### src/rtl/move_sequencer.sv
// move_sequencer
// Game-flow controller for an 8x8 Connect-Four board store. Accepts column
// moves, issues the drop write, then walks the cells around the dropped piece
// one read per cycle to detect WIN_LEN-in-a-row. Tracks turn, win and draw.
// The board read port is lent to the display scanner whenever no move is in
// flight (IDLE without a pending move, and OVER).
//
// Ports:
//   clk, rst                 clock, asynchronous active-high reset
//   move_valid/move_col      move request and requested column
//   move_ready               high in IDLE; a move is taken when valid&ready
//   move_reject              one-cycle pulse after a move into a full column
//   board_enable/row/col     board store access
//   board_data_in/write      piece code and write strobe (DROP only)
//   board_drop_allowed       store: addressed column not full
//   board_row_to_drop        store: landing row of addressed column
//   board_data_out           store: combinational read data
//   disp_row/disp_col        display read address
//   disp_data/disp_grant     display read data, valid while granted
//   current_player           2'b01 player 1, 2'b10 player 2
//   winner/game_over/draw    game result, sticky until rst
module move_sequencer #(
    parameter int INIT_CYCLES = 66,
    parameter int WIN_LEN     = 4
) (
    input  logic       clk,
    input  logic       rst,
    input  logic       move_valid,
    input  logic [2:0] move_col,
    output logic       move_ready,
    output logic       move_reject,
    output logic       board_enable,
    output logic [2:0] board_row,
    output logic [2:0] board_col,
    output logic [1:0] board_data_in,
    output logic       board_write,
    input  logic       board_drop_allowed,
    input  logic [3:0] board_row_to_drop,
    input  logic [1:0] board_data_out,
    input  logic [2:0] disp_row,
    input  logic [2:0] disp_col,
    output logic [1:0] disp_data,
    output logic       disp_grant,
    output logic [1:0] current_player,
    output logic [1:0] winner,
    output logic       game_over,
    output logic       draw
);

    localparam int INIT_W = $clog2(INIT_CYCLES + 1);
    localparam int K_W    = $clog2(WIN_LEN);
    localparam int CNT_W  = $clog2(2 * WIN_LEN);

    typedef enum logic [2:0] {INIT, IDLE, DROP, SCAN, OVER} state_t;

    // Direction order; each even/odd pair forms one axis.
    localparam logic signed [4:0] DROW [8] = '{5'sd0, 5'sd0, 5'sd1, -5'sd1,
                                               5'sd1, -5'sd1, 5'sd1, -5'sd1};
    localparam logic signed [4:0] DCOL [8] = '{5'sd1, -5'sd1, 5'sd0, 5'sd0,
                                               5'sd1, -5'sd1, -5'sd1, 5'sd1};

    // Coordinate k steps along delta, in 5 bits so that leaving the board
    // shows up as a value above 7 (negatives wrap to >= 16).
    function automatic logic [4:0] cell_sum(input logic [2:0] base,
                                            input logic signed [4:0] delta,
                                            input logic [K_W-1:0] k);
        return {2'b00, base} + (delta * $signed({{(5-K_W){1'b0}}, k}));
    endfunction

    function automatic logic cell_ok(input logic [2:0] base,
                                     input logic signed [4:0] delta,
                                     input logic [K_W-1:0] k);
        return cell_sum(base, delta, k) <= 5'd7;
    endfunction

    function automatic logic [2:0] cell_idx(input logic [2:0] base,
                                            input logic signed [4:0] delta,
                                            input logic [K_W-1:0] k);
        return base + 3'(delta * $signed({{(5-K_W){1'b0}}, k}));
    endfunction

    state_t             state_q, state_d;
    logic [INIT_W-1:0]  init_cnt_q, init_cnt_d;
    logic [2:0]         row_q, row_d, col_q, col_d;
    logic [2:0]         dir_q, dir_d;
    logic [K_W-1:0]     k_q, k_d;
    logic [CNT_W-1:0]   cnt_q, cnt_d;
    logic [6:0]         moves_q, moves_d;
    logic [1:0]         player_q, player_d, winner_q, winner_d;
    logic               over_q, over_d, draw_q, draw_d, reject_q, reject_d;

    // Directions whose first step from the dropped piece lies on the board.
    // Directions that fail here are skipped without spending a read cycle.
    logic [7:0] first_ok;
    genvar gi;
    for (gi = 0; gi < 8; gi++) begin : g_dir
        assign first_ok[gi] = cell_ok(row_q, DROW[gi], K_W'(1)) &&
                              cell_ok(col_q, DCOL[gi], K_W'(1));
    end

    logic [2:0] first_dir, next_dir;
    logic       next_found;
    always_comb begin
        first_dir  = '0;
        next_dir   = '0;
        next_found = 1'b0;
        for (int i = 7; i >= 0; i--) begin
            if (first_ok[i]) begin
                first_dir = 3'(i);
                if (i > int'(dir_q)) begin
                    next_dir   = 3'(i);
                    next_found = 1'b1;
                end
            end
        end
    end

    logic [K_W-1:0]   k_inc;
    logic [CNT_W-1:0] cnt_hit, cnt_end;
    logic             match, step_ok, disp_sel;

    assign k_inc   = k_q + K_W'(1);
    assign cnt_hit = cnt_q + CNT_W'(1);
    assign match   = (board_data_out == player_q);
    assign step_ok = cell_ok(row_q, DROW[dir_q], k_inc) &&
                     cell_ok(col_q, DCOL[dir_q], k_inc);
    assign cnt_end = match ? cnt_hit : cnt_q;

    always_comb begin
        state_d       = state_q;
        init_cnt_d    = init_cnt_q;
        row_d         = row_q;
        col_d         = col_q;
        dir_d         = dir_q;
        k_d           = k_q;
        cnt_d         = cnt_q;
        moves_d       = moves_q;
        player_d      = player_q;
        winner_d      = winner_q;
        over_d        = over_q;
        draw_d        = draw_q;
        reject_d      = 1'b0;
        move_ready    = 1'b0;
        board_enable  = 1'b0;
        board_row     = '0;
        board_col     = '0;
        board_data_in = '0;
        board_write   = 1'b0;
        disp_sel      = 1'b0;
        disp_grant    = 1'b0;
        disp_data     = '0;

        unique case (state_q)
            INIT: begin
                init_cnt_d = init_cnt_q + INIT_W'(1);
                if (init_cnt_q == INIT_W'(INIT_CYCLES - 1)) state_d = IDLE;
            end
            IDLE: begin
                move_ready = 1'b1;
                if (move_valid) begin
                    // Address the requested column so the store reports its fill.
                    board_enable = 1'b1;
                    board_col    = move_col;
                    if (board_drop_allowed && !board_row_to_drop[3]) begin
                        col_d   = move_col;
                        row_d   = board_row_to_drop[2:0];
                        state_d = DROP;
                    end else begin
                        reject_d = 1'b1;
                    end
                end else begin
                    disp_sel = 1'b1;
                end
            end
            DROP: begin
                board_enable  = 1'b1;
                board_write   = 1'b1;
                board_row     = row_q;
                board_col     = col_q;
                board_data_in = player_q;
                moves_d       = moves_q + 7'd1;
                dir_d         = first_dir;
                k_d           = K_W'(1);
                cnt_d         = CNT_W'(1);
                state_d       = SCAN;
            end
            SCAN: begin
                board_row    = cell_idx(row_q, DROW[dir_q], k_q);
                board_col    = cell_idx(col_q, DCOL[dir_q], k_q);
                board_enable = cell_ok(row_q, DROW[dir_q], k_q) &&
                               cell_ok(col_q, DCOL[dir_q], k_q);
                if (match && cnt_hit >= CNT_W'(WIN_LEN)) begin
                    winner_d = player_q;
                    over_d   = 1'b1;
                    state_d  = OVER;
                end else if (match && k_q != K_W'(WIN_LEN - 1) && step_ok) begin
                    k_d   = k_inc;
                    cnt_d = cnt_hit;
                end else if (next_found) begin
                    // Count carries over only within the same axis pair.
                    dir_d = next_dir;
                    k_d   = K_W'(1);
                    cnt_d = (next_dir[2:1] == dir_q[2:1]) ? cnt_end : CNT_W'(1);
                end else if (moves_q == 7'd64) begin
                    draw_d  = 1'b1;
                    over_d  = 1'b1;
                    state_d = OVER;
                end else begin
                    player_d = (player_q == 2'b01) ? 2'b10 : 2'b01;
                    state_d  = IDLE;
                end
            end
            OVER: begin
                disp_sel = 1'b1;
            end
            default: state_d = INIT;
        endcase

        if (disp_sel) begin
            board_enable = 1'b1;
            board_row    = disp_row;
            board_col    = disp_col;
            disp_grant   = 1'b1;
            disp_data    = board_data_out;
        end
    end

    always_ff @(posedge clk or posedge rst) begin
        if (rst) begin
            state_q    <= INIT;
            init_cnt_q <= '0;
            row_q      <= '0;
            col_q      <= '0;
            dir_q      <= '0;
            k_q        <= '0;
            cnt_q      <= '0;
            moves_q    <= '0;
            player_q   <= 2'b01;
            winner_q   <= 2'b00;
            over_q     <= 1'b0;
            draw_q     <= 1'b0;
            reject_q   <= 1'b0;
        end else begin
            state_q    <= state_d;
            init_cnt_q <= init_cnt_d;
            row_q      <= row_d;
            col_q      <= col_d;
            dir_q      <= dir_d;
            k_q        <= k_d;
            cnt_q      <= cnt_d;
            moves_q    <= moves_d;
            player_q   <= player_d;
            winner_q   <= winner_d;
            over_q     <= over_d;
            draw_q     <= draw_d;
            reject_q   <= reject_d;
        end
    end

    assign move_reject    = reject_q;
    assign current_player = player_q;
    assign winner         = winner_q;
    assign game_over      = over_q;
    assign draw           = draw_q;

endmodule
### config.mk
export PLATFORM = sky130hd
export DESIGN_NAME = move_sequencer
export DESIGN_NICKNAME = d
export VERILOG_FILES = /design/src/rtl/move_sequencer.sv
export SDC_FILE = /design/constraint.sdc
export NUM_CORES = 1
export LEC_CHECK = 0
export ABC_CLOCK_PERIOD_IN_PS = 7700
export BUFFER_PORTS_ARGS = -buffer_cell sky130_fd_sc_hd__buf_4
export CAP_MARGIN = 20
export CORE_MARGIN = 2
export CORE_UTILIZATION = 40
export CTS_BUF_LIST = sky130_fd_sc_hd__clkbuf_2
export DETAILED_ROUTE_END_ITERATION = 16
export GPL_TIMING_DRIVEN = 0
export PLACE_DENSITY = 0.6
export SLEW_MARGIN = 20
export SYNTH_ARGS = -nofsm -noshare
export SYNTH_HDL_FRONTEND = slang
export SYNTH_SLANG_ARGS = --single-unit
export TNS_END_PERCENT = 5
### constraint.sdc
create_clock -name clk -period 7.7 [get_ports clk]
set_clock_uncertainty 0.2 [all_clocks]
set_input_delay 1.155 -clock clk [delete_from_list [all_inputs] [get_ports clk]]
set_output_delay 1.155 -clock clk [all_outputs]
set_load 0.03 [all_outputs]
After elaboration in Yosys (flattened, before gate mapping)
Memories as Yosys holds them, arrays and structs flattened.
Index checks and enable logic that the tools add are counted.
- bitwise gates (word level): 6
- equal/unequal tests: 22
- multipliers: 6
- $lt $le $gt $ge: 19
- muxes and demuxes: 85
- add/sub/neg operators: 14
- reductions and logical operators: 27
- operator list (cell ; count):
    $mux 3 ; 40
    $le 5x3->1 const B ; 6
    $mux 1 ; 27
    $add 3x5->5 ; 4
    $mul 5x2->5 ; 4
    $mux 5 ; 4
    $pmux 3 s2 ; 3
    $ne 2x2->1 const B ; 8
    $pmux 3 s5 ; 1
    $add 7x1->7 const B ; 2
    $eq 7x7->1 const B ; 2
    $logic_and 1x1->1 ; 14
    $gt 3x3->1 const A ; 4
    $mux 2 ; 6
    $reduce_and 4->1 ; 3
    $add 4x1->5 const B ; 2
    $mul 5x3->3 ; 2
    $reduce_and 5->1 ; 2
    $ne 3x3->1 const B ; 3
    $pmux 3 s3 ; 1
    $add 3x1->4 const B ; 2
    $le 4x3->1 const B ; 2
    $add 3x3->3 ; 2
    $eq 3x2->1 const B ; 2
    other kinds (24) ; 33
- bits in read-only memories: 80
- flip-flop bits (word level): 38
- memories: 2
- output and inout bits: 21
- memory list (name ; words ; width ; read ports ; clocked after Yosys merged registers in ; wr ports ; line ; RTL):
    (no name shown) ; 8 ; 5 ; 1 ; 0 ; 0 ; 191 ; cell_ok(col_q, DCOL[dir_q], k_q);
    (no name shown) ; 8 ; 5 ; 1 ; 0 ; 0 ; 190 ; board_enable = cell_ok(row_q, DROW[dir_q], k_q) &&

Longest topological paths before layout
- depth in word-level cells: 22
- gate-level depth with buffers: 15
- gate-level depth less buffers: 15

Worst setup path after synthesis
No wires, ideal clock.
- path type: reg-to-output
- from: register dir_q[1]
- to: output port board_enable
- cell stages (with the launch flop): 13
- path buffers: 0
- slack: 2.802 ns
- data arrival time: 3.543 ns
- cell sequence: dfrtp_1 > inv_1 > ha_1 > mux2_2 > nand2_1 > inv_1 > fa_1 > ha_1 > inv_1 > fa_1 > xnor2_1 > or4_1 > o221ai_1
- cells in the longest elaborated chain, start to end: 10
- elaborated cells between the ends (all ways): 16
- ends and longest elaborated chain (item ; line ; RTL):
    from (decl) ; 85 ; logic [2:0] dir_q, dir_d;
    from (signal assigned) ; 248 ; dir_q <= dir_d;
    $not 3->4 (not written as such) * ; 190, 191 ;
    $mem_v2 8x5, on equally long branches ; n/a ;
    $mux 5, on equally long branches (2 in series) ; 190, 191 ;
    $mul 5x2->5 ; 67 ; return {2'b00, base} + (delta * $signed({{(5-K_W){1'b0}}, k}));
    $add 3x5->5 ; 67 ;
    $le 5x3->1 ; 73 ; return cell_sum(base, delta, k) <= 5'd7;
    $logic_and 1x1->1 * ; 190 ;
    $pmux 1 s3 * ; 153 ; unique case (state_q)
    $mux 1 * ; 219 ; if (disp_sel) begin
    to (decl) ; 32 ; output logic board_enable,
Every way passes the cells marked *; elsewhere a longest branch is shown, timed or not. The select of a mux whose other input is x is not followed.

Worst setup path in the final report
Ends and elaborated chain as after synthesis.

==> results.yml <==
setup_path:
  crit_path_top_delay_cell: "dfrtp_1"
  max_stage_delay_ns: 0.52
  worstPathArrival_ns: 4.20
  crit_fanout: 8
  crit_path_end_kind: "output pin"
  cp.required_ns: 6.34
  critPathKind: "reg -> out"
  rrSetupSlack_ns: 3.32
  r2r-start: "dir_q[1]"
  r2r-end: "dir_q[1]"
  cpMostUsedCell: "inv_1"
  crit_path_start_kind: "flip-flop"
  cp_cell_sequence: "inv_1 -> ha_1 -> mux2_2 -> nand2_1 -> inv_1 -> fa_1 -> ha_1 -> inv_1 -> fa_1 -> xnor2_1 -> or4_1 -> o221ai_1 -> buf_4"
  ff2ff_path_depth: 15
  cp-startpoint: "dir_q[1]"
yosys:
  ys_seq_area_share_pct: 27.0
  synth_edf_count: 0
  avgSynthCellArea_um2: 9.56
  ys_ff_latch: 38
  synth_top_cell_area_share_pct: 26.3
  synth_common_cells: "42 x inv_1, 41 x ha_1, 37 x dfrtp_1, 27 x nand2_1, 20 x nor2_1"
  ys_types: 61
  synth-async-reset-ratio_pct: 100
  yosysWarnings: 0
  yosysMostFrequentCell: "inv_1"
  netlist.top_cell.by_area: "dfrtp_1"
  ys.flop_type: "dfrtp_1"
  syn-num-nets: 445
  syn_area_mm2: 0.00353
  synthTopCellsByArea: "dfrtp_1 26%, ha_1 15%, fa_1 9.1%"
  syn_inst: 369
clock_tree:
  tritoncts: "done"
  cts_hold_buf: 0
  htree_levels: 2
  clk_pin_slew_ns: 0.18
  clock_sinks: 38
  cts_buffers: 5
  postCtsSetupRepairBufs: 0
  ctsResizeCount: 0
  cts-root-buf: "clkbuf_2"
  clockBufferDepth: 2
  clk_latency_ns: 0.39
route:
  vias: 2744
  ant_nets: 0
  drc_errors: 0
  first_pass_iters: 4
  wl_per_cell_um: 14.1
  post_drt_via_cell_ratio: 5.23
  wl_mm: 7.38
  drtIter0Drc: 163
power_and_ir_drop:
  p_per_area_mw_per_mm2: 340
  ir_worst_vdd_v: 0.000194
  total_power_mw: 1.36
  p_leak_nw: 1.94
place:
  gp_congestion: 0.902
  port_buffers: 39
  post-dp-hpwl_mm: 5.94
timing:
  final_max_slew_viol_count: 0
  clock.fmax_mhz: 180
  slew_headroom_pct: 47.1
  hold_violations: 0
  fin_crit_sh_pct: 72.2
  fin_hold_ws_ns: 0.286
  period_minus_slack_ns: 5.56
  rsz0062_at_grt: "no"
  setup_tns_ns: 0
  tightest_slew_ns: 0.791
  setup-violations-final: 0
global_route:
  antenna_found_initial: 0
  grt_max_degree: 30
  grt_pass1_vias: 2766
  grt_usage_pct: 16.3
  overflow: 0
  grt_pass1_wl_mm: 13.0
die:
  core-area_mm2: 0.00864
  io_pins: 40
  die_w_um: 97.9
  dieArea_mm2: 0.00959
  die_y_um: 97.9
  initial_core_util_pct: 40.8
  row_count: 34
min_path:
  holdPathEnd: "moves_q[6]"
  min_from: "moves_q[6]"
  hold_class: "reg -> reg"
  hold_depth: 1
final_layout:
  nNetsFinal: 492
  drive_gt1_share_pct: 17.7
  antenna_cells: 0
  area_growth_pct: 13.8
outcome:
  status: "completed"
run:
  max_cap_violations: 0
cells in the final DEF (no fill, tap or decap), types with 2 or more instances in the layout:
| cell | instances |
|---|---|
| clkbuf_1 | 7 |
| xor2_1 | 13 |
| inv_1 | 41 |
| nor2b_1 | 6 |
| or2_2 | 3 |
| a21oi_1 | 16 |
| o21ai_0 | 11 |
| o21bai_1 | 4 |
| a211oi_1 | 2 |
| nand2b_1 | 6 |
| nor4_1 | 3 |
| nor2_1 | 20 |
| buf_4 | 40 |
| clkbuf_2 | 7 |
| mux2_2 | 13 |
| dfrtp_1 | 37 |
| xnor2_1 | 19 |
| o22ai_1 | 2 |
| fa_1 | 16 |
| mux2i_1 | 7 |
| ha_1 | 41 |
| o311ai_0 | 2 |
| a221o_1 | 3 |
| nor3_1 | 2 |
| nand2_1 | 27 |
| nand3_1 | 8 |
| and2_1 | 9 |
| a21o_1 | 3 |
| nand4_1 | 4 |
| a32oi_1 | 2 |
| and3_1 | 5 |
| a31oi_1 | 3 |
| o211ai_1 | 2 |
| o31ai_1 | 2 |
power by group:
part	internal [mW]	switching (mW)	total, mW
logic	0.394	0.524	0.918
registers	0.260	0.0991	0.359
clock network	0.0243	0.0618	0.0861
total	0.678	0.685	1.36
cells by family after synthesis:
| family | synth area share [%] |
|---|---|
| simple gates | 16.0 |
| compound gates | 13.1 |
| fa+ha+maj | 23.6 |
| buf+inv | 5.53 |
| flops | 27.0 |
| xor+xnor | 7.95 |
| mux | 6.88 |
stage by stage:
stage	std cells	area, µm²	util, %	setup WS [ns]
after global placement	516	3960	45.8	2.58
after global routing	525	4010	46.5	1.87
after CTS	525	4010	46.5	2.06
after floorplan	369	3530	-	2.80
final	525	4010	46.5	2.14
after detailed placement	517	3980	46.0	2.51
routing by layer:
metal | vias to the layer above | track usage, % | routed length [µm]
li1 | 1354 | - | -
met1 | 1328 | 21.7 | 3320
met2 | 52 | 28.0 | 3620
met3 | 10 | 1.57 | 238
met4 | 0 | 5.13 | 193
met5 | - | 0 | 0
final cells by class:
class	count	area, µm²
buffer	9	37.5
clock buffer	7	35.0
clock inverter	1	3.75
fill	835	4620
inverter	42	158
multi-input combinational	280	2380
sequential	38	952
tap	108	135
timing repair buffer	40	313
sequential cells by signal, summed over array words and instances (netlist names), 2 cells and up:
| name | count |
|---|---|
| k_q | 2 |
| winner | 2 |
| dir_q | 3 |
| state_q | 3 |
| col_q | 3 |
| moves_q | 7 |
| current_player | 2 |
| row_q | 3 |
| init_cnt_q | 7 |
| cnt_q | 3 |
worst max-delay path by stage:
stage	slack (ns)	depth (start not counted)	to
5_1_grt	1.87	13	board_enable
3_5_place_dp	2.51	13	board_enable
2_1_floorplan	2.80	12	board_enable
4_1_cts	2.06	13	board_enable
3_3_place_gp	2.58	13	board_enable
6_report	2.14	13	board_enable
critical path, delay by kind of cell, from the launching register on:
family	cells	cell delay (ns)
adder cells (fa/ha/maj)	4	1.45
AND/OR/NAND/NOR	2	0.61
buffers and inverters	4	0.56
flip-flops	1	0.52
multiplexers	1	0.30
AO/OA/AOI/OAI	1	0.22
XOR/XNOR	1	0.17
Power figures use the tool's default switching activity.
